**src/rtl/video_mode_pkg.sv**
```systemverilog
// Shared types for the video mode controller: FSM states, mode bundle
// and the mask of fields whose change alters output timing.
package video_mode_pkg;

    typedef enum logic [2:0] {
        IDLE,
        STABLE,
        WAIT_VS,
        MUTE_PRE,
        APPLY,
        MUTE_POST
    } state_e;

    typedef struct packed {
        logic       scandoubler_disable;
        logic       ypbpr;
        logic [1:0] scanlines;
        logic [1:0] rotate;
        logic       blend;
    } mode_cfg_t;

    localparam mode_cfg_t TIMING_MASK = 7'b110_0000;

    function automatic logic timing_differs(mode_cfg_t a, mode_cfg_t b);
        return |((a ^ b) & TIMING_MASK);
    endfunction

endpackage

```
**src/rtl/video_frame_tick.sv**
```systemverilog
// One-cycle frame tick from the active VSync edge.
// VIDEO_MODE_CTRL_WATCHDOG_EN adds a synthetic tick after WDT_CYCLES quiet cycles.
module video_frame_tick #(
    parameter bit          VS_POL     = 1'b0,
    parameter int unsigned WDT_CYCLES = 1 << 20
) (
    input  logic clk_sys,
    input  logic reset,
    input  logic VSync,
    output logic frame_tick
);

    logic vs_q;
    logic edge_hit;

    assign edge_hit = (VSync == VS_POL) && (vs_q != VS_POL);

    always_ff @(posedge clk_sys) begin
        if (reset) begin
            vs_q <= ~VS_POL;
        end else begin
            vs_q <= VSync;
        end
    end

`ifdef VIDEO_MODE_CTRL_WATCHDOG_EN
    localparam int unsigned WDT_W = $clog2(WDT_CYCLES + 1);
    localparam logic [WDT_W-1:0] WDT_LAST = WDT_W'(WDT_CYCLES - 1);

    logic [WDT_W-1:0] wdt_cnt;
    logic             wdt_hit;

    assign wdt_hit = (wdt_cnt == WDT_LAST);

    always_ff @(posedge clk_sys) begin
        if (reset) begin
            wdt_cnt    <= '0;
            frame_tick <= 1'b0;
        end else begin
            frame_tick <= edge_hit | wdt_hit;
            if (edge_hit || wdt_hit) begin
                wdt_cnt <= '0;
            end else begin
                wdt_cnt <= wdt_cnt + 1'b1;
            end
        end
    end
`else
    always_ff @(posedge clk_sys) begin
        if (reset) begin
            frame_tick <= 1'b0;
        end else begin
            frame_tick <= edge_hit;
        end
    end
`endif

endmodule

```
**src/rtl/video_mode_ctrl.sv**
```systemverilog
// Debounces requested video settings and applies them on a frame boundary,
// blanking around timing changes. Watchdog: VIDEO_MODE_CTRL_WATCHDOG_EN.
module video_mode_ctrl
    import video_mode_pkg::*;
#(
    parameter int unsigned STABLE_CYCLES = 1024,
    parameter int unsigned MUTE_FRAMES   = 2,
    parameter bit          VS_POL        = 1'b0,
    parameter int unsigned WDT_CYCLES    = 1 << 20
) (
    input  logic       clk_sys,
    input  logic       reset,
    input  logic       VSync,
    input  logic       req_scandoubler_disable,
    input  logic       req_ypbpr,
    input  logic [1:0] req_scanlines,
    input  logic [1:0] req_rotate,
    input  logic       req_blend,
    output logic       scandoubler_disable,
    output logic       ypbpr,
    output logic       blend,
    output logic [1:0] scanlines,
    output logic [1:0] rotate,
    output logic       mute,
    output logic       busy
);

    localparam int unsigned DEB_W = $clog2(STABLE_CYCLES + 1);
    localparam int unsigned FRM_W = $clog2(MUTE_FRAMES + 1);
    localparam logic [DEB_W-1:0] DEB_LAST = DEB_W'(STABLE_CYCLES - 1);
    localparam logic [DEB_W-1:0] DEB_MAX  = DEB_W'(STABLE_CYCLES);
    localparam logic [FRM_W-1:0] FRM_LAST = FRM_W'(MUTE_FRAMES - 1);
    localparam logic [FRM_W-1:0] FRM_MAX  = FRM_W'(MUTE_FRAMES);
    localparam logic [FRM_W-1:0] FRM_ONE  = FRM_W'(1);

    state_e           state;
    state_e           state_d;
    mode_cfg_t        req;
    mode_cfg_t        req_q;
    mode_cfg_t        cfg_q;
    logic [DEB_W-1:0] deb_cnt;
    logic [FRM_W-1:0] frm_cnt;
    logic             from_pre;
    logic             frame_tick;
    logic             req_chg;
    logic             frm_done;

    video_frame_tick #(
        .VS_POL     (VS_POL),
        .WDT_CYCLES (WDT_CYCLES)
    ) u_frame_tick (
        .clk_sys    (clk_sys),
        .reset      (reset),
        .VSync      (VSync),
        .frame_tick (frame_tick)
    );

    assign req      = {req_scandoubler_disable, req_ypbpr,
                       req_scanlines, req_rotate, req_blend};
    assign req_chg  = (req != req_q);
    assign frm_done = frame_tick && (frm_cnt >= FRM_LAST);

    always_ff @(posedge clk_sys) begin
        if (reset) begin
            state <= IDLE;
        end else begin
            state <= state_d;
        end
    end

    always_comb begin
        state_d = state;
        unique case (state)
            IDLE: begin
                if (req != cfg_q) state_d = STABLE;
            end
            STABLE: begin
                if (req == cfg_q) begin
                    state_d = IDLE;
                end else if (!req_chg && deb_cnt == DEB_LAST) begin
                    state_d = WAIT_VS;
                end
            end
            WAIT_VS: begin
                if (req_chg) begin
                    state_d = STABLE;
                end else if (frame_tick) begin
                    state_d = timing_differs(req, cfg_q) ? MUTE_PRE : APPLY;
                end
            end
            MUTE_PRE: begin
                if (frm_done) state_d = APPLY;
            end
            APPLY: begin
                state_d = from_pre ? MUTE_POST : IDLE;
            end
            MUTE_POST: begin
                if (frm_done) state_d = IDLE;
            end
            default: state_d = IDLE;
        endcase
    end

    always_comb begin
        busy = (state != IDLE);
        mute = 1'b0;
        unique case (state)
            MUTE_PRE, MUTE_POST: mute = 1'b1;
            APPLY:               mute = from_pre;
            default:             mute = 1'b0;
        endcase
    end

    // The tick that starts MUTE_PRE already counts as the first blanked frame.
    always_ff @(posedge clk_sys) begin
        if (reset) begin
            req_q    <= '0;
            cfg_q    <= '0;
            deb_cnt  <= '0;
            frm_cnt  <= '0;
            from_pre <= 1'b0;
        end else begin
            req_q <= req;
            if (state == STABLE && !req_chg) begin
                if (deb_cnt != DEB_MAX) deb_cnt <= deb_cnt + 1'b1;
            end else begin
                deb_cnt <= '0;
            end
            if (state_d != state) begin
                frm_cnt <= (state_d == MUTE_PRE) ? FRM_ONE : '0;
            end else if (frame_tick && frm_cnt != FRM_MAX) begin
                frm_cnt <= frm_cnt + 1'b1;
            end
            if (state_d == APPLY) cfg_q <= req;
            if (state == WAIT_VS && state_d == MUTE_PRE) begin
                from_pre <= 1'b1;
            end else if (state_d == IDLE) begin
                from_pre <= 1'b0;
            end
        end
    end

    assign scandoubler_disable = cfg_q.scandoubler_disable;
    assign ypbpr               = cfg_q.ypbpr;
    assign scanlines           = cfg_q.scanlines;
    assign rotate              = cfg_q.rotate;
    assign blend               = cfg_q.blend;

endmodule

```
**config.mk**
```make
export PLATFORM = sky130hd
export DESIGN_NAME = video_mode_ctrl
export DESIGN_NICKNAME = d
export VERILOG_FILES = /design/src/rtl/video_mode_pkg.sv /design/src/rtl/video_frame_tick.sv /design/src/rtl/video_mode_ctrl.sv
export SDC_FILE = /design/constraint.sdc
export NUM_CORES = 1
export LEC_CHECK = 0
export ABC_AREA = 0
export BUFFER_PORTS_ARGS = -buffer_cell sky130_fd_sc_hd__buf_2
export CAP_MARGIN = 20
export CORE_UTILIZATION = 53
export CTS_BUF_LIST = sky130_fd_sc_hd__clkbuf_8
export CTS_CLUSTER_SIZE = 10
export DETAILED_ROUTE_END_ITERATION = 6
export PLACE_DENSITY = 0.74
export SLEW_MARGIN = 20
export SYNTH_ARGS = -nofsm -noshare
export SYNTH_HDL_FRONTEND = slang
export SYNTH_HIERARCHICAL = 1
export SYNTH_SLANG_ARGS = --single-unit
```
**constraint.sdc**
```tcl
create_clock -name clk_sys -period 3.4 [get_ports clk_sys]
set_clock_uncertainty 0.05 [all_clocks]
set_input_delay 0.68 -clock clk_sys [delete_from_list [all_inputs] [get_ports clk_sys]]
set_output_delay 0.68 -clock clk_sys [all_outputs]
set_load 0.005 [all_outputs]
```
# ---- After elaboration in Yosys (flattened, before gate mapping)
# Cells that the tools add are included.
# W data, S select, Z words.
dict set report word_totals {
  wordCells 67
  ff_bits 33
  out_inout_bits 9
}
dict set report op_classes {
  n_reduce_logical 15
  order_cmp 1
  n_eq_ne 14
  mux 16
  n_addsub 2
  bitwise 3
}
# cell count
set ops {}
lappend ops {{$mux W3} 9}
lappend ops {{$pmux W3 S6} 1}
lappend ops {{$ne A7 B7 Y1} 2}
lappend ops {{$add A11 B1 Y11 const B} 1}
lappend ops {{$eq A11 B10 Y1 const B} 1}
lappend ops {{$ne A11 B11 Y1 const B} 1}
lappend ops {{$eq A3 B2 Y1 const B} 3}
lappend ops {{$eq A3 B3 Y1 const B} 3}
lappend ops {{$eq A7 B7 Y1} 1}
lappend ops {{$xor A7 B7 Y7} 1}
lappend ops {{$logic_and A1 B1 Y1} 6}
lappend ops {{$logic_not A3 Y1} 2}
lappend ops {{$reduce_or A2 Y1} 3}
lappend ops {{$mux W2} 2}
lappend ops {{$reduce_bool A2 Y1} 2}
lappend ops {{$eq A3 B1 Y1 const B} 1}
lappend ops {{$mux W1} 3}
lappend ops {{$ne A3 B3 Y1} 1}
lappend ops {{$reduce_bool A3 Y1} 1}
lappend ops {{$add A2 B1 Y2 const B} 1}
lappend ops {{$ge A2 B1 Y1 const B} 1}
lappend ops {{$ne A2 B2 Y1 const B} 1}
lappend ops {{$not A1 Y1} 2}
lappend ops {{$pmux W1 S2} 1}
lappend ops {{$logic_not A1 Y1} 1}

# ---- Depth between registers and ports, before layout
# Gate-level depths: netlist of run 1.
dict set report logic_depth {
  ltp_word 9
  ltp_mapped 9
  ltp_nobuf 9
}

# ---- Cells and area by module
# The synthesis of run 1 kept the hierarchy.
# mod area_per_inst_um2 n_inst cells_per_inst seq_area_each_um2
set by_module_without_submodules {}
lappend by_module_without_submodules {video_mode_ctrl 1641.6 1 182 620.6}
lappend by_module_without_submodules {video_frame_tick 53.8 1 4 40.0}

# ---- Worst setup path before layout of run 1
# Ideal clock, no wire load.
dict set report synth_path {
  kind {in2reg}
  start {in req_rotate[0]}
  end {reg frm_cnt[0]}
  required_time_ns 3.254
  t_arrival_ns 2.057
  n_path_buf 0
  path_slack_ns 1.198
  stages 7
  path_cell_list {xnor2_1 > nand4_1 > nor4_4 > nand3_1 > o21ai_1 > nor2_1 > o41ai_2}
}
dict set report synth_via {
  elab_chain_cells 9
  elab_cells_between_ends 15
}
# item line_no
set synth_rtl {}
lappend synth_rtl {{start: declaration} video_mode_ctrl.sv:17} ;# input logic [1:0] req_rotate,
lappend synth_rtl {{$ne A7 B7 Y1} video_mode_ctrl.sv:60} ;# assign req_chg = (req != req_q);
lappend synth_rtl {{$logic_not A1 Y1} video_mode_ctrl.sv:80} ;# end else if (!req_chg && deb_cnt == DEB_LAST) begin
lappend synth_rtl {{$logic_and A1 B1 Y1} video_mode_ctrl.sv:80}
lappend synth_rtl {{$mux W3} video_mode_ctrl.sv:80}
lappend synth_rtl {{$mux W3} video_mode_ctrl.sv:78} ;# if (req == cfg_q) begin
lappend synth_rtl {{$pmux W3 S6 *} video_mode_ctrl.sv:73} ;# unique case (state)
lappend synth_rtl {{$eq A3 B2 Y1} video_mode_ctrl.sv:130} ;# frm_cnt <= (state_d == MUTE_PRE) ? FRM_ONE : '0;
lappend synth_rtl {{$mux W1} video_mode_ctrl.sv:130}
lappend synth_rtl {{$mux W2} video_mode_ctrl.sv:129} ;# if (state_d != state) begin
lappend synth_rtl {{end signal: assignment} video_mode_ctrl.sv:130}
lappend synth_rtl {{end signal: assignment} video_mode_ctrl.sv:132} ;# frm_cnt <= frm_cnt + 1'b1;
lappend synth_rtl {{end: declaration} video_mode_ctrl.sv:42} ;# logic [FRM_W-1:0] frm_cnt;
# Every way passes the cells marked *; elsewhere a longest branch is shown, timed or not.
# A chain may end at the register's enable or synchronous reset.

# ---- Final worst setup path of run 1
# Ends and elaborated chain as after synthesis.

==> results of run 1 <==
## cells by family after synthesis
family | after synthesis
XOR/XNOR | 27
buffers and inverters | 11
adder cells (fa/ha/maj) | 4
AND/OR/NAND/NOR | 82
AO/OA/AOI/OAI | 28
flip-flops | 33
multiplexers | 1
## per-stage QoR
stage	setup WS, ps	instance area [µm²]
global route	937	1890
CTS	1060	1890
finish	1040	1890
global placement	847	1810
floorplan	1200	1700
detailed placement	797	1810
## sequential cells by signal (all words and copies together) (netlist names)
| name | cells |
|---|---|
| req_q | 7 |
| blend | 1 |
| deb_cnt | 11 |
| rotate | 2 |
| scandoubler_disable | 1 |
| state | 3 |
| u_frame_tick/vs_q | 1 |
| scanlines | 2 |
| u_frame_tick/frame_tick | 1 |
| from_pre | 1 |
| ypbpr | 1 |
| frm_cnt | 2 |
## routing by layer
layer | track usage, % | wire length (µm) | vias up
li1 | - | - | 672
met1 | 26.7 | 1530 | 609
met2 | 34.6 | 1580 | 31
met3 | 6.15 | 127 | 7
met4 | 8.50 | 44 | 0
met5 | 0 | 0 | -
## power by group
| part | total [mW] | switching (mW) | internal (mW) | leakage [nW] |
|---|---|---|---|---|
| Combinational | 0.0445 | 0.0258 | 0.0187 | 0.409 |
| Sequential | 0.399 | 0.00549 | 0.393 | 0.269 |
| Clock | 0.274 | 0.136 | 0.139 | 0.0491 |
| Total | 0.718 | 0.167 | 0.551 | 0.727 |
## placed cells by master, fill, tap and decap left out, types with 4 or more instances in the layout
master / n
dfxtp_1: 33
nor2_1: 23
buf_2: 18
xor2_1: 17
nand2_1: 15
a21oi_1: 11
xnor2_1: 10
nor2b_1: 9
o21ai_0: 7
inv_1: 6
nand3_1: 6
clkbuf_8: 5
nand2b_1: 4
nor4_1: 4
ha_1: 4
## final cells by class
type                    instances  area [µm²]
repair buffers                 18        90.1
flip-flops and latches         33         661
clock inverters                 3        13.8
inverters                       6        22.5
well taps                      44        55.1
multi-input cells             142         977
clock buffers                   5        68.8
fillers                       266        1160
## path summary, 6_finish.rpt
kind                                                           end  cells after the start                         start
worst min-delay path            u_frame_tick/frame_tick$_SDFF_PP0_                      1  u_frame_tick/vs_q$_SDFF_PP1_
worst min register to register  u_frame_tick/frame_tick$_SDFF_PP0_                      1  u_frame_tick/vs_q$_SDFF_PP1_
worst max-delay path                       frm_cnt[0]$_SDFFE_PP0P_                      8                 req_rotate[0]
worst max register to register               from_pre$_SDFFE_PP0P_                      9       frm_cnt[0]$_SDFFE_PP0P_
==> run metrics, run 1 <==
slowest stage cell, crit path=nor4_4; xor/xnor share of the synthesized area=around 14%; aggregate global routing overflow=0; combinational family with the most area after synthesis=simple AND/OR/NAND/NOR gates; post-CTS setup repair buffer count=0; normalized max-slew margin=between 60% and 70%; post-synthesis mux area share=less than 1%; most frequently used cell type in the post-synthesis netlist=dfxtp_1; area grow syn2layout=11.4%; endpoints failing setup=0; most used standard cells in the synthesized netlist=dfxtp_1, nor2_1, xor2_1, nand2_1, a21oi_1; final number of max-transition violations=0; Post-Layout Cell Count=251; Antenna Diode Count=0; clock tree buffer depth=2; cell total after placement=243; Cell Rows=20; number of buffers inserted during clock tree synthesis=5; final core utilization=a little over 60%; CP required=around 3500 ps; number of instances resized during post-cts repair=0; reported max-cap violation count=0; clock root buffer master=clkbuf_8; result of the run=finished clean; classification of the worst-slack hold path=reg -> reg; global placer's final weighted congestion=roughly 0.86; Slew @ Worst Pin=roughly 500 ps; Via Count=roughly 1300; CTS tree=yes; area fraction of the dominant cell type after synthesis=between 30% and 40%; setup repair after global routing missed its margin=no; CP Capture Type=register; average size of a mapped cell=a little over 9 µm²; Die W=between 50 and 60 µm; CP max stage delay=550 ps; worst hold slack across all endpoints=407 ps; Static Leak=around 0.73 nW; share of final-layout standard cells stronger than drive strength 1=a little under a fifth; initial standard-cell utilization of the core=between 50% and 60%; Clock transition at path regs=roughly 60 ps; fraction of the mapped netlist area in simple logic gates=roughly 27%; number of antenna violations at the first check in global routing=0; sequential-to-total area share from yosys stat=between 30% and 40%; router iterations before antenna repair=4; routed via count divided by cell count=approximately 5.3; number of instances in the synthesized netlist=about 190; quantity of hold-fixing buffers added after cts=0; highest attainable clock frequency=roughly 0.42 GHz; list of cells traversed by the critical path=buf_2 > xnor2_1 > nand4_1 > nor4_4 > nand3_1 > o21ai_1 > nor2_1 > o41ai_2; combined area of all synthesized cells=between 1500 and 2000 µm²; DR DRC count=0; library cell occupying the most area in the post-synthesis netlist=dfxtp_1; setup TNS after final layout=0 ps; level count of the clock H-tree=2; wire length of the first global-routing pass=~5500 µm; maximum fanout along the worst path=6; insertion delay of the later-clocked pin in the worst-skew pair=roughly 280 ps; startpoint type of the worst setup path=input pin; average wire per standard cell=~13 µm; count of antenna-violating nets left after detailed routing=0; data arrival at the endpoint of the critical path=approximately 2500 ps; Synthesized Nets=200; kind of cell with the highest combined delay on the critical path=simple AND/OR/NAND/NOR gates; post-synthesis sequential element count=33; Detailed Route WL=approximately 3300 µm; Synth Area in Compound Gates=12.9%; pin count of the biggest net entering global routing=25; number of ports placed on the die boundary=19; prevailing post-synth register cell=dfxtp_1; Die Footprint=~3400 µm²; largest cells by area after synthesis=dfxtp_1, xor2_1, xnor2_1, nor2_1, nand2_1; minimum period implied by the final worst setup slack=~2400 ps; total number of yosys warnings=6; Crit Path Category=in -> reg; count of different cell masters after synthesis=between 40 and 50; post-layout net count=220; drt initial violations=between 70 and 80; vias in the first global route=about 1200; number of clock sinks seen by CTS=33; power density relative to cell area=around 380 nW/µm²; Power, Total=about 720 µW; Port-buffer cells=18; vertical die dimension=between 50 and 60 µm; detailed-placement wirelength estimate=2370 µm; post-synthesis async set-or-reset flop share=0%; register-to-register setup slack=1200 ps; largest voltage drop on the vdd net=between 0.3 and 0.4 mV; GR Util All Layers=roughly a fifth; Bufs and invs on worst path=1; hold violation count in the final report=0; EDFF count, synth=0; post-synthesis share of cell area spent on full adders, half adders and majority gates=2.95%; Period Utilization, post-route=69.3%; area of the core=3050 µm²
Power figures use the tool's default switching activity.
==> inputs of run 2 (changes only) <==
--- a/config.mk
+++ b/config.mk
@@ -5,14 +5,14 @@
 export SDC_FILE = /design/constraint.sdc
 export NUM_CORES = 1
 export LEC_CHECK = 0
-export ABC_AREA = 0
+export ABC_AREA = 1
 export BUFFER_PORTS_ARGS = -buffer_cell sky130_fd_sc_hd__buf_2
 export CAP_MARGIN = 20
 export CORE_UTILIZATION = 53
 export CTS_BUF_LIST = sky130_fd_sc_hd__clkbuf_8
 export CTS_CLUSTER_SIZE = 10
 export DETAILED_ROUTE_END_ITERATION = 6
-export PLACE_DENSITY = 0.74
+export PLACE_DENSITY = 0.77
 export SLEW_MARGIN = 20
 export SYNTH_ARGS = -nofsm -noshare
 export SYNTH_HDL_FRONTEND = slang
==> constraint.sdc (replaced) <==
create_clock -name clk_sys -period 2.1 [get_ports clk_sys]
set_clock_uncertainty 0.05 [all_clocks]
set_input_delay 0.42 -clock clk_sys [delete_from_list [all_inputs] [get_ports clk_sys]]
set_output_delay 0.42 -clock clk_sys [all_outputs]
set_load 0.005 [all_outputs]
==> run 2 against run 1 <==
Net effect: critical path depth increased by 7; synthesized cell count grew 38%; sequential power increased by 63%; via count rose by 19%; first-iteration DRC count shrank 9.0%; non-clock buffer count grew 5; design area up 7.2%; area after synthesis rose by 4.2%; sequential cell count unchanged; critical path type is now reg -> reg; critical endpoint unchanged.
==> run metrics, run 2 <==
number of instances in the synthesized netlist=256 (was 186); clock tree buffer depth=2 (unchanged); Post-Layout Cell Count=328 (was 251); normalized max-slew margin=66.4% (was 66.0%); Period Utilization, post-route=87.2%; number of ports placed on the die boundary=19 (unchanged); vertical die dimension=59.7 µm (was 58.6 µm); detailed-placement wirelength estimate=2670 µm (was 2370 µm); area of the core=3100 µm² (was 3050 µm²); Static Leak=0.922 nW (was 0.727 nW); average size of a mapped cell=6.90 µm² (was 9.11 µm²); average wire per standard cell=10.5 µm (was 13.1 µm); Cell Rows=20 (unchanged); wire length of the first global-routing pass=5640 µm (was 5470 µm); endpoints failing setup=0 (unchanged); quantity of hold-fixing buffers added after cts=0 (unchanged); prevailing post-synth register cell=dfxtp_1 (unchanged); commonest non-fill, non-tap cell in the layout=nand2_1 (was dfxtp_1); share of final-layout standard cells stronger than drive strength 1=18.7% (was 18.4%); most used standard cells in the synthesized netlist=nand2_1, nor2_1, dfxtp_1, inv_1, a21oi_1 (was dfxtp_1, nor2_1, xor2_1, nand2_1, a21oi_1); aggregate global routing overflow=0 (unchanged); clock root buffer master=clkbuf_8 (unchanged); sequential-to-total area share from yosys stat=37.4% (was 39.0%); setup repair after global routing missed its margin=no (unchanged); registers with the most flip-flops=deb_cnt x11, req_q x7, state x3 (unchanged); insertion delay of the later-clocked pin in the worst-skew pair=280 ps (about the same); post-CTS setup repair buffer count=0 (unchanged); setup TNS after final layout=0 ps (unchanged); routed via count divided by cell count=4.80 (was 5.25); result of the run=finished clean (unchanged); final number of max-transition violations=0 (unchanged); post-synthesis async set-or-reset flop share=0% (unchanged); number of antenna violations at the first check in global routing=0 (unchanged); initial standard-cell utilization of the core=56.9% (was 55.5%); minimum period implied by the final worst setup slack=about 1800 ps; Synthesized Nets=270 (was 200); top library cells by usage in the layout, fill and taps aside=nand2_1, nor2_1, dfxtp_1, inv_1, buf_2 (was dfxtp_1, nor2_1, buf_2, xor2_1, nand2_1); drt initial violations=71 (was 78); register-to-register setup slack=270 ps (was 1200 ps); library cell occupying the most area in the post-synthesis netlist=dfxtp_1 (unchanged); largest cells by area after synthesis=dfxtp_1, nand2_1, nor2_1, inv_1, a21oi_1 (was dfxtp_1, xor2_1, xnor2_1, nor2_1, nand2_1); Slew @ Worst Pin=499 ps (was 507 ps); count of different cell masters after synthesis=32 (was 45); area fraction of the dominant cell type after synthesis=37.4% (was 39.0%); post-synthesis sequential element count=33 (unchanged); CP required=2270 ps (was 3530 ps); Via Count=1574 (was 1319); Antenna Diode Count=0 (unchanged); vias in the first global route=1436 (was 1214); Port-buffer cells=18 (unchanged); largest voltage drop on the vdd net=0.550 mV (was 0.316 mV); data arrival at the endpoint of the critical path=2000 ps (was 2490 ps); EDFF count, synth=0 (unchanged); Clock transition at path regs=60 ps (about the same); highest attainable clock frequency=0.546 GHz; max reg flops=11 (unchanged); maximum fanout along the worst path=4 (was 6); count of antenna-violating nets left after detailed routing=0 (unchanged); CP Capture Type=register (unchanged); Die W=59.7 µm (was 58.6 µm); startpoint type of the worst setup path=register (was input pin); number of instances resized during post-cts repair=0 (unchanged); classification of the worst-slack hold path=in -> reg (was reg -> reg); Crit Path Category=reg -> reg (was in -> reg); Die Footprint=3570 µm² (was 3430 µm²); reported max-cap violation count=0 (unchanged); CTS tree=yes (unchanged); cell total after placement=321 (was 243); power density relative to cell area=608 nW/µm² (was 380 nW/µm²); combined area of all synthesized cells=1770 µm² (was 1700 µm²); area grow syn2layout=14.6% (was 11.4%); GR Util All Layers=21.4% (was 21.3%); Power, Total=1.23 mW (was 718 µW); number of clock sinks seen by CTS=33 (unchanged); pin count of the biggest net entering global routing=15 (was 25); total number of yosys warnings=6 (unchanged); number of buffers inserted during clock tree synthesis=5 (unchanged); Detailed Route WL=3440 µm (was 3290 µm); hold violation count in the final report=0 (unchanged); most frequently used cell type in the post-synthesis netlist=nand2_1 (was dfxtp_1); global placer's final weighted congestion=0.858 (was 0.862); router iterations before antenna repair=4 (unchanged); DR DRC count=0 (unchanged); post-layout net count=298 (was 220); register with the highest flop count=deb_cnt (unchanged); level count of the clock H-tree=2 (unchanged)
==> run 2: stage by stage <==
| stage | util (%) | area, µm² | setup slack [ps] | hold slack, ps |
|---|---|---|---|---|
| floorplan | - | 1770 | 440 | 352 |
| global placement | 62.5 | 1940 | 247 | 359 |
| detailed placement | 62.5 | 1940 | 204 | 359 |
| CTS | 65.2 | 2020 | 272 | 281 |
| global route | 65.2 | 2020 | 49.2 | 281 |
| finish | 65.2 | 2020 | 268 | 288 |
==> run 2: per-layer routing <==
metal  vias to the layer above  GRT usage [%]  share of wire (%)
met5                         -              0                  0
met2                        27           37.3                 47
met4                         0           9.30                1.7
met3                         5           5.41                3.3
met1                       693           24.7                 48
li1                        849              -                  -
==> run 2: final cells by class <==
type                    count  area, µm²
inverters                  40        150
clock buffers               6       82.6
multi-input cells         181        945
clock inverters             1       3.75
repair buffers             23        128
flip-flops and latches     33        661
fillers                   289       1080
well taps                  44       55.1
==> run 2: worst max-delay path: stages, from the launching register on <==
cell and delay (ps):
dfxtp_1 360, ha_1 170, nand2_1 90, nor2_2 130, nand2_1 110, nor2_2 110, nand3_1 100, nand2_1 70
nand2_1 40, nand2_1 90, nand2_2 80, nand2_2 80, nand3_2 80, nand2_1 70, inv_1 50, nor2_2 80
==> run 2: path summary, 6_finish.rpt <==
check | startpoint | to | cells past startpoint
min reg2reg | u_frame_tick/vs_q$_SDFF_PP1_ | u_frame_tick/frame_tick$_SDFF_PP0_ | 2
min | VSync | u_frame_tick/vs_q$_SDFF_PP1_ | 2
max reg2reg | deb_cnt[0]$_SDFFE_PP0P_ | frm_cnt[0]$_SDFFE_PP0P_ | 15
max | deb_cnt[0]$_SDFFE_PP0P_ | frm_cnt[0]$_SDFFE_PP0P_ | 15
==> run 2: report_power, final <==
part	switching (mW)	total (mW)	internal, mW
Combinational	0.0743	0.122	0.0473
Clock	0.206	0.461	0.255
Sequential	0.00893	0.649	0.640
Total	0.289	1.23	0.942
==> run 2: cells by family after synthesis <==
kind of cell,Yosys count,synth area share (%)
AND/OR/NAND/NOR,134,34.8
XOR/XNOR,14,6.94
multiplexers,1,0.567
adder cells (fa/ha/maj),4,2.83
AO/OA/AOI/OAI,28,8.36
flip-flops,33,37.4
buffers and inverters,42,9.14
==> inputs of run 3 (changes only) <==
--- a/config.mk
+++ b/config.mk
@@ -5,7 +5,7 @@
 export SDC_FILE = /design/constraint.sdc
 export NUM_CORES = 1
 export LEC_CHECK = 0
-export ABC_AREA = 1
+export ABC_AREA = 0
 export BUFFER_PORTS_ARGS = -buffer_cell sky130_fd_sc_hd__buf_2
 export CAP_MARGIN = 20
 export CORE_UTILIZATION = 53
==> run 3 against run 2 <==
Net effect: via count fell by 12%; cell count fell by 19%; design area rose by 4.3%; register-to-register slack got worse by 220 ps; count of clock-buffer cells in the layout fell by 1; non-clock buffer count rose by 9; worst setup slack got worse by 220 ps; first-iteration DRC count fell by 13%; clock power rose by 53%; routed wire length rose by 5.1%; combinational power fell by 30%; critical path type unchanged; highest routed layer unchanged.
==> run metrics, run 3 (synthesis results as in run 1) <==
result of the run=finished clean (unchanged); CTS tree=yes (unchanged); Cell Rows=20 (unchanged); register with the highest flop count=deb_cnt (unchanged); hold violation count in the final report=0 (unchanged); register-to-register setup slack=50 ps (was 270 ps); endpoints failing setup=0 (unchanged); minimum period implied by the final worst setup slack=2050 ps (was 1830 ps); classification of the worst-slack hold path=in -> reg (unchanged); Via Count=1387 (was 1574); beginning of the worst hold path=VSync (unchanged); final core utilization=69.2% (was 65.2%); number of ports placed on the die boundary=19 (unchanged); router iterations before antenna repair=4 (unchanged); largest voltage drop on the vdd net=0.516 mV (was 0.550 mV); maximum fanout along the worst path=5 (was 4); area of the core=3050 µm² (was 3100 µm²); Power, Total=1.43 mW (was 1.23 mW); DR DRC count=0 (unchanged); insertion delay of the later-clocked pin in the worst-skew pair=290 ps (was 280 ps); uppermost metal layer occupied by signal nets=met4 (unchanged); vias in the first global route=1276 (was 1436); number of clock sinks seen by CTS=33 (unchanged); vertical die dimension=58.6 µm (was 59.7 µm); share of final-layout standard cells stronger than drive strength 1=27.0% (was 18.7%); capture instance of the worst register-to-register path=from_pre$_SDFFE_PP0P_ (was frm_cnt[0]$_SDFFE_PP0P_); worst reg2reg path depth=8 (was 15); CP max stage delay=340 ps (was 360 ps); area grow syn2layout=24.6% (was 14.6%); setup TNS after final layout=0 ps (unchanged); number of instances on the worst hold path=2 (unchanged); data arrival at the endpoint of the critical path=2160 ps (was 2000 ps); normalized max-slew margin=71.5% (was 66.4%); post-layout net count=235 (was 298); Detailed Route WL=3610 µm (was 3440 µm); commonest non-fill, non-tap cell in the layout=dfxtp_1 (was nand2_1); GR Util All Layers=22.5% (was 21.4%); Crit Path Category=reg -> reg (unchanged); list of cells traversed by the critical path=inv_1 > ha_1 > nand2b_1 > mux2i_1 > a21o_1 > a41oi_4 > nor4b_2 > nor3_1 (was ha_1 > nand2_1 > nor2_2 > nand2_1 > nor2_2 > nand3_1 > nand2_1 > nand2_1 > nand2_1 > nand2_2 > nand2_2 > nand3_2 > nand2_1 > inv_1 > nor2_2); Antenna Diode Count=0 (unchanged); drt initial violations=62 (was 71); Die W=58.6 µm (was 59.7 µm); clock root buffer master=clkbuf_8 (unchanged); number of buffers inserted during clock tree synthesis=5 (unchanged); initial standard-cell utilization of the core=55.5% (was 56.9%); worst hold endpoint=u_frame_tick/frame_tick$_SDFF_PP0_ (was u_frame_tick/vs_q$_SDFF_PP1_); setup repair after global routing missed its margin=yes (was no); power density relative to cell area=679 nW/µm² (was 608 nW/µm²); Post-Layout Cell Count=266 (was 328); Static Leak=0.825 nW (was 0.922 nW); reported max-cap violation count=0 (unchanged); startpoint type of the worst setup path=register (unchanged); max reg flops=11 (unchanged); detailed-placement wirelength estimate=2540 µm (was 2670 µm); highest attainable clock frequency=0.488 GHz (was 0.546 GHz); number of antenna violations at the first check in global routing=0 (unchanged); met1 routed wirelength after detailed routing=1660 µm (about the same); CP Capture Type=register (unchanged); beginning of the worst register-to-register path=frm_cnt[0]$_SDFFE_PP0P_ (was deb_cnt[0]$_SDFFE_PP0P_); metal2 WL=1740 µm (was 1610 µm); routed via count divided by cell count=5.21 (was 4.80); global placer's final weighted congestion=0.802 (was 0.858); CP required=2210 ps (was 2270 ps); count of antenna-violating nets left after detailed routing=0 (unchanged); Period Utilization, post-route=97.5% (was 87.2%); average wire per standard cell=13.6 µm (was 10.5 µm); Met3 Wirelength=110 µm (was 113 µm); Slew @ Worst Pin=428 ps (was 499 ps); wire length of the first global-routing pass=5710 µm (was 5640 µm); registers with the most flip-flops=deb_cnt x11, req_q x7, state x3 (unchanged); Port-buffer cells=18 (unchanged); Clock transition at path regs=70 ps (was 60 ps); pin count of the biggest net entering global routing=25 (was 15); Die Footprint=3430 µm² (was 3570 µm²); cell total after placement=256 (was 321); level count of the clock H-tree=2 (unchanged); top library cells by usage in the layout, fill and taps aside=dfxtp_1, nor2_1, buf_2, xor2_1, nand2_1 (was nand2_1, nor2_1, dfxtp_1, inv_1, buf_2); aggregate global routing overflow=0 (unchanged); clock tree buffer depth=2 (unchanged); slowest stage cell, crit path=dfxtp_1 (unchanged); worst hold slack across all endpoints=254 ps (was 288 ps); final number of max-transition violations=0 (unchanged)
## run 3: cell count changes in the layout (fill, tap and decap cells not counted), moves of 4 or more
| cell | change |
|---|---|
| nor2_1 | -11 |
| nand2b_1 | +4 |
| nor3_1 | -4 |
| xor2_1 | +10 |
| buf_4 | +8 |
| nor2b_1 | +9 |
| inv_2 | -7 |
| inv_1 | -27 |
| nand3_1 | -7 |
| nand2_1 | -45 |
## run 3: worst max-delay path by stage
stage                       startpoint                         to  cells past startpoint
3_5_place_dp          req_scanlines[0]  scanlines[1]$_SDFFE_PP0N_                      9
6_report       frm_cnt[0]$_SDFFE_PP0P_      from_pre$_SDFFE_PP0P_                      8
5_1_grt        frm_cnt[0]$_SDFFE_PP0P_      from_pre$_SDFFE_PP0P_                      8
3_3_place_gp          req_scanlines[0]  scanlines[0]$_SDFFE_PP0N_                      9
2_1_floorplan  frm_cnt[0]$_SDFFE_PP0P_    frm_cnt[0]$_SDFFE_PP0P_                      9
4_1_cts        frm_cnt[0]$_SDFFE_PP0P_      from_pre$_SDFFE_PP0P_                      8
## run 3: per-layer routing
metal  track usage [%]  vias to the layer above
met5                 0                        -
met4              13.3                        0
met3              3.96                       11
met2              36.5                       28
met1              28.2                      645
li1                  -                      703
## run 3: stage by stage
stage	instance area, µm²	worst slack [ps]
2_1_floorplan	1700	83.1
3_3_place_gp	1900	-59.3
3_5_place_dp	1900	-110
4_1_cts	2050	27.7
5_1_grt	2110	-41.9
6_report	2110	52.8
## run 3: area by class of cell
type	count	area, µm²
multi-input cells	143	1040
fillers	264	941
flip-flops and latches	33	662
repair buffers	32	199
clock buffers	5	68.8
clock inverters	3	65.1
well taps	44	55.1
inverters	6	22.5
## run 3: power by group
part / internal (mW) / switching, mW / leakage (nW) / total [mW]
clock network: 0.471 / 0.236 / 0.0681 / 0.707
registers: 0.637 / 0.00455 / 0.269 / 0.641
logic: 0.0350 / 0.0501 / 0.488 / 0.0851
## run 3: critical path: cells and delay by family, from the launching register on
| kind | cells | cell delay (ps) |
|---|---|---|
| muxes | 1 | 160 |
| DFF | 1 | 340 |
| adders and majority gates | 1 | 180 |
| buffers and inverters | 1 | 60 |
| AOI/OAI and AO/OA | 2 | 540 |
| and+or+nand+nor | 3 | 590 |
## run 3: repair_timing
item,CTS,global route
pin swaps,0,3
setup buffers,0,1
cloned,0,1
endpoints found under the setup margin,3,6
resized for setup,2,7
hold buffers,0,0
